$ cat src/rtl/cell_comm_tx_arbiter.sv
// Two-source AXIS packet arbiter feeding the Aurora TX: round-robin per packet,
// zero-latency passthrough, flush of the owner's packet when the channel drops.
// Optional statistics counters: define CELL_COMM_TX_STATS_EN.
module cell_comm_tx_arbiter #(
  parameter int DATA_WIDTH    = 32,
  parameter int COUNTER_WIDTH = 16
) (
  input  logic                     auroraUserClk,
  input  logic                     auroraReset,
  input  logic                     channelUp,
  input  logic                     localTvalid,
  input  logic                     localTlast,
  input  logic [DATA_WIDTH-1:0]    localTdata,
  output logic                     localTready,
  input  logic                     fwdTvalid,
  input  logic                     fwdTlast,
  input  logic [DATA_WIDTH-1:0]    fwdTdata,
  output logic                     fwdTready,
  output logic                     txTvalid,
  output logic                     txTlast,
  output logic [DATA_WIDTH-1:0]    txTdata,
  input  logic                     txTready,
  output logic [1:0]               grant,
  output logic [COUNTER_WIDTH-1:0] localPktCount,
  output logic [COUNTER_WIDTH-1:0] fwdPktCount,
  output logic [COUNTER_WIDTH-1:0] flushCount
);

  typedef enum logic [1:0] {IDLE, LOCAL, FWD, FLUSH} state_t;

  state_t state_q, state_d;
  logic   owner_q, owner_d;            // 0 = local, 1 = fwd; meaningful in FLUSH
  logic   last_grant_q, last_grant_d;  // 0 = local, 1 = fwd
  logic   local_end, fwd_end;

  always_ff @(posedge auroraUserClk or posedge auroraReset) begin
    if (auroraReset) begin
      state_q      <= IDLE;
      owner_q      <= 1'b0;
      last_grant_q <= 1'b1;
    end else begin
      state_q      <= state_d;
      owner_q      <= owner_d;
      last_grant_q <= last_grant_d;
    end
  end

  always_comb begin
    txTvalid    = 1'b0;
    txTlast     = 1'b0;
    txTdata     = '0;
    localTready = 1'b0;
    fwdTready   = 1'b0;
    grant       = 2'b00;
    unique case (state_q)
      IDLE: ;
      LOCAL: begin
        grant       = 2'b01;
        txTvalid    = localTvalid;
        txTlast     = localTlast;
        txTdata     = localTdata;
        localTready = txTready;
      end
      FWD: begin
        grant     = 2'b10;
        txTvalid  = fwdTvalid;
        txTlast   = fwdTlast;
        txTdata   = fwdTdata;
        fwdTready = txTready;
      end
      FLUSH: begin
        grant       = owner_q ? 2'b10 : 2'b01;
        localTready = ~owner_q;
        fwdTready   = owner_q;
      end
    endcase
  end

  assign local_end = localTvalid & localTready & localTlast;
  assign fwd_end   = fwdTvalid & fwdTready & fwdTlast;

  always_comb begin
    state_d      = state_q;
    owner_d      = owner_q;
    last_grant_d = last_grant_q;
    unique case (state_q)
      IDLE: begin
        if (channelUp) begin
          if (localTvalid && (!fwdTvalid || last_grant_q)) begin
            state_d = LOCAL;
            owner_d = 1'b0;
          end else if (fwdTvalid) begin
            state_d = FWD;
            owner_d = 1'b1;
          end
        end
      end
      // A tlast completing in the same cycle the channel drops wins over FLUSH.
      LOCAL: begin
        if (local_end) begin
          state_d      = IDLE;
          last_grant_d = 1'b0;
        end else if (!channelUp) begin
          state_d = FLUSH;
        end
      end
      FWD: begin
        if (fwd_end) begin
          state_d      = IDLE;
          last_grant_d = 1'b1;
        end else if (!channelUp) begin
          state_d = FLUSH;
        end
      end
      FLUSH: begin
        if (owner_q ? fwd_end : local_end) begin
          state_d      = IDLE;
          last_grant_d = owner_q;
        end
      end
    endcase
  end

`ifdef CELL_COMM_TX_STATS_EN
  logic [COUNTER_WIDTH-1:0] local_cnt_q, fwd_cnt_q, flush_cnt_q;

  always_ff @(posedge auroraUserClk or posedge auroraReset) begin
    if (auroraReset) begin
      local_cnt_q <= '0;
      fwd_cnt_q   <= '0;
      flush_cnt_q <= '0;
    end else begin
      if (state_q == LOCAL && local_end) local_cnt_q <= local_cnt_q + COUNTER_WIDTH'(1);
      if (state_q == FWD && fwd_end)     fwd_cnt_q   <= fwd_cnt_q + COUNTER_WIDTH'(1);
      if (state_q != FLUSH && state_d == FLUSH) flush_cnt_q <= flush_cnt_q + COUNTER_WIDTH'(1);
    end
  end

  assign localPktCount = local_cnt_q;
  assign fwdPktCount   = fwd_cnt_q;
  assign flushCount    = flush_cnt_q;
`else
  assign localPktCount = '0;
  assign fwdPktCount   = '0;
  assign flushCount    = '0;
`endif

endmodule

$ cat config.mk
export PLATFORM = sky130hd
export DESIGN_NAME = cell_comm_tx_arbiter
export DESIGN_NICKNAME = d
export VERILOG_FILES = /design/src/rtl/cell_comm_tx_arbiter.sv
export SDC_FILE = /design/constraint.sdc
export NUM_CORES = 1
export LEC_CHECK = 0
export CORE_AREA = 3 3 60 62
export DETAILED_ROUTE_END_ITERATION = 16
export DIE_AREA = 0 0 63 65
export DONT_BUFFER_PORTS = 1
export PLACE_DENSITY_LB_ADDON = 0.3
export SLEW_MARGIN = 20
export SYNTH_ARGS = -nofsm -noshare
export SYNTH_HDL_FRONTEND = slang
export SYNTH_SLANG_ARGS = --single-unit
$ cat constraint.sdc
create_clock -name auroraUserClk -period 2.2 [get_ports auroraUserClk]
set_input_delay 0.22 -clock auroraUserClk [delete_from_list [all_inputs] [get_ports auroraUserClk]]
set_output_delay 0.22 -clock auroraUserClk [all_outputs]
set_load 0.05 [all_outputs]
Yosys cells after proc, flatten, opt, wreduce, memory -nomap -nowiden
Cells that the tools add are included.

word-level totals
  bits in registers = 4
  input bits = 72
  output and inout port bits = 86
  word-level logic and storage cells = 47

operators by class
  eq/ne operators = 8
  mux-type cells = 22
  bitwise logic cells = 5
  reductions and logical operators = 9

operators with widths
  kind                                                             number
  32-bit case mux with 2 select lines                              1
  2-bit two-way mux                                                8
  2-bit inequality test, second input constant                     4
  1-bit case mux with 2 select lines                               4
  2-bit case mux with 4 select lines                               1
  1-bit two-way mux                                                6
  2-bit case mux with 3 select lines                               1
  3-bit AND reduction                                              2
  1-bit AND                                                        4
  2-bit == test, second input constant                             2
  4-bit AND reduction                                              1
  3-bit inequality test, second input constant                     1
  1-bit case mux with 3 select lines                               1
  3-bit nonzero test                                               1
  2-bit by 1-bit == test with 1-bit output, second input constant  1
  2-bit logical NOT                                                1
  2-bit nonzero test                                               1
  1-bit logical AND                                                1
  1-bit logical NOT                                                1
  1-bit logical OR                                                 1
  1-bit NOT                                                        1

Longest topological paths before layout
  word-level depth = 7
  gate-level depth with buffers = 6

Worst setup path after synthesis
OpenSTA, ideal clock, no wires.

  kind = flip-flop to output port
  from = register state_q[0]
  to = output port txTdata[10]
  arrival time = 1928 ps
  path slack = 52 ps
  cell stages (with the launch flop) = 7
  path through = dfrtp_1 inv_1 ha_1 buf_2 buf_1 a22oi_1 nor2b_1

between the ends
  longest elaborated chain between the ends = 2

ends and longest elaborated chain
  item                                                                       RTL line  text
  start, declared                                                            31        state_t state_q, state_d;
  start signal, assigned                                                     42        state_q <= state_d;
  2-bit == test or 2-bit by 1-bit == test with 1-bit output (tied branches)  55        unique case (state_q)
  32-bit case mux with 2 select lines (*)                                    55
  end, declared                                                              21        output logic [DATA_WIDTH-1:0] txTdata,

Mark *: on every way between the ends. The rest lies on a longest branch, timed or not.

Final worst setup path
  from = register state_q[0]
  to = output port txTlast

between the ends
  longest elaborated chain between the ends = 2

ends and longest elaborated chain
  item                                                                       RTL line  text
  2-bit == test or 2-bit by 1-bit == test with 1-bit output (tied branches)  55
  1-bit case mux with 2 select lines (*)                                     55
  end, declared                                                              20        output logic txTlast,

Marks and branches as above.

==> impl_metrics.py <==
metrics = {
    "critical_path": {
        "cpMostUsedCell": "buf_4",
        "r2r_start": "state_q[0]$_DFFE_PP0P_",
        "crit_family": "buffers and inverters",
        "r2r_slack_ps": 300,
        "slowest_stage": "dfrtp_1",
        "critical_path.max_fanout": 20,
        "crit_type": "register to output port",
        "crit_arrival_ps": 1730,
        "reg2regPathDepth": 6,
        "reg2reg_to": "state_q[1]$_DFFE_PP0P_",
        "crit_path_start_kind": "register",
        "path_buf_inv": 3,
        "worst_ep_required_time_ps": 1980,
        "end_kind": "output port",
        "worstPathCellList": "inv_1 -> ha_1 -> buf_4 -> a22oi_1 -> nor2b_1 -> buf_4",
        "cpPeakStageDelay_ps": 430,
    },
    "clock_tree": {
        "worstSkewPairLatency_ps": 240,
        "cts_setup_buffers": 0,
        "clk_pin_slew_ps": 40,
        "cts_tree": "yes",
        "ctsResizeCount": 0,
        "clock-sinks": 4,
        "cts_max_path_buffers": 2,
        "ctsHoldBuffers": 1,
        "cts-root-buf": "clkbuf_4",
        "cts_made_buffers": 3,
        "h-tree-depth": 1,
    },
    "routing": {
        "final_antenna_net_count": 0,
        "vias": 1244,
        "wl_um": 3800,
        "drt_iter0_markers": 49,
        "wl_per_cell_um": 15.2,
        "detail_route.vias_per_cell": 4.98,
        "route.detailed.drc": 0,
        "first_pass_iters": 5,
    },
    "sta": {
        "hold_violations": 0,
        "slew_violations": 0,
        "setup_violations": 0,
        "rsz0062_at_grt": "false",
        "fin_skew_ps": 3.36,
        "fmax_ghz": 0.513,
        "period_needed_ps": 1950,
        "period_share_pct": 88.7,
        "setup-tns-final_ps": 0,
    },
    "power_and_ir_drop": {
        "p_leak_nw": 0.696,
        "power_density_nw_per_um2": 2290,
        "irDropWorstVdd_v": 0.000980,
    },
    "final_layout": {
        "fin_cells": 250,
        "multiInputGateArea_sq_um": 891,
        "areaGrowthSynthToFinish_pct": 17.7,
        "n_antenna_cell": 0,
        "regArea_sq_um": 101,
        "n_fill_cell": 311,
        "fin_nets": 283,
        "fin_util_pct": 47.2,
        "drive_gt1_share_pct": 24.8,
    },
    "logic_synthesis": {
        "syn-instance-count": 169,
        "netlist_area_sq_um": 1230,
        "ys_warn_count": 0,
        "synthTopCellsByArea": "buf_4 (29%), a22oi_1 (21%), nor2b_1 (17%), dfrtp_1 (6.1%), ha_1 (4.1%)",
        "synthTopCellsByCount": "buf_4 (48), a22oi_1 (34), nor2b_1 (34)",
        "ys_ff_latch": 4,
        "ys.flop_type": "dfrtp_1",
        "synth_enable_flop_cells": 0,
        "avgSynthCellArea_sq_um": 7.31,
        "yosys.area.top_type": "buf_4",
        "seq_area_frac_synth_pct": 8.21,
        "post_synth_num_cell_types": 30,
        "synth.top_cell.area_share_pct": 29.2,
        "async_reset_ff_share_pct": 100,
        "post-synth-top-count-cell": "buf_4",
    },
    "global_route": {
        "grt_pass1_wl_um": 5510,
        "grt_max_degree": 21,
        "use_met2_pct": 33.7,
        "top_usage_layer": "met2",
        "grt.total_usage_pct": 16.7,
        "use_met3_pct": 3.81,
        "use_met1_pct": 16.5,
        "grt_pass1_vias": 1187,
        "overflow": 0,
        "antenna_found_initial": 0,
    },
    "place": {
        "gp_congestion": 0.684,
        "dp_hpwl_um": 3180,
        "io_buffers": 0,
        "dp_cells": 245,
    },
    "floorplanning": {
        "die_y_um": 65,
        "num_io_pins": 158,
        "placementRows": 20,
        "dieArea_sq_um": 4100,
        "die_x_um": 63,
        "core_sq_um": 3080,
        "start_util_pct": 40.1,
    },
    "worst_hold_path": {
        "hold_path_startpoint": "channelUp",
        "hold_class": "primary input to register",
        "whs_endpoint": "owner_q$_DFFE_PP0P_",
        "hold-path-cell-count": 1,
    },
    "job": {
        "maxCapViolCount": 0,
    },
    "run_status": {
        "status": "finished, final reports clean",
    },
}
## cells in the final DEF, fill, tap and decap left out, drive strengths merged, types with 4 or more instances in the layout
| cell type | instances |
|---|---|
| conb | 48 |
| buf | 44 |
| nor2b | 35 |
| a22oi | 34 |
| nand2 | 4 |
| inv | 4 |
| nor2 | 4 |
| ha | 4 |
| clkbuf | 4 |
## kinds of logic after synthesis
logic type	Yosys count	synth area share [%]
buffers and inverters	63	33.9
DFF	4	8.21
other	1	0.304
AOI/OAI and AO/OA	49	29.4
and+or+nand+nor	47	23.3
muxes	1	0.811
adders and majority gates	4	4.05
## metrics by stage
step	total power (W)	area [sq um]	worst slack (ps)	hold WS [ps]
4_1_cts	0.00335	1450	238	75.9
2_1_floorplan	0.00250	1410	52.4	-14.6
3_5_place_dp	0.00324	1420	342	8.17
6_report	0.00333	1450	250	83.5
5_1_grt	0.00354	1450	141	85.7
3_3_place_gp	0.00317	1420	524	-3.05
## registers in the layout, summed over array words and instances (netlist names)
signal and flops:
state_q 2, last_grant_q 1, owner_q 1
## layout make-up
type	instances	area share, %
Multi-Input combinational cell	149	61.3
Sequential cell	4	6.97
Clock buffer	4	1.81
Inverter	4	1.03
Tap cell	44	3.79
Timing Repair Buffer	45	25.1
## worst max path at each step
stage | startpoint | slack (ps) | cells after the start | to
finish | state_q[0]$_DFFE_PP0P_ | 250 | 6 | txTlast
global route | state_q[0]$_DFFE_PP0P_ | 140 | 6 | txTlast
CTS | state_q[0]$_DFFE_PP0P_ | 240 | 6 | txTlast
detailed placement | state_q[0]$_DFFE_PP0P_ | 340 | 6 | state_q[1]$_DFFE_PP0P_
global placement | state_q[0]$_DFFE_PP0P_ | 520 | 6 | state_q[1]$_DFFE_PP0P_
floorplan | state_q[0]$_DFFE_PP0P_ | 50 | 6 | txTdata[10]
## power breakdown
part / internal, W / switching [W] / total, W
sequential: 0.000118 / 0.0000449 / 0.000163
combinational: 0.00101 / 0.00206 / 0.00307
clock: 0.0000683 / 0.0000341 / 0.000102
## metal layers
metal / share of wire (%) / vias up
li1: - / 568
met1: 32 / 555
met2: 56 / 113
met3: 11 / 8
met4: 1.3 / 0
met5: 0 / -
## worst register-to-register path, stage by stage, from the launching register on
cell	delay (ps)
dfrtp_1	430
inv_1	110
ha_1	270
or2_0	220
a222oi_1	430
nor2_1	120
a211oi_2	220
Note: power is estimated with default switching activity, not from simulation.
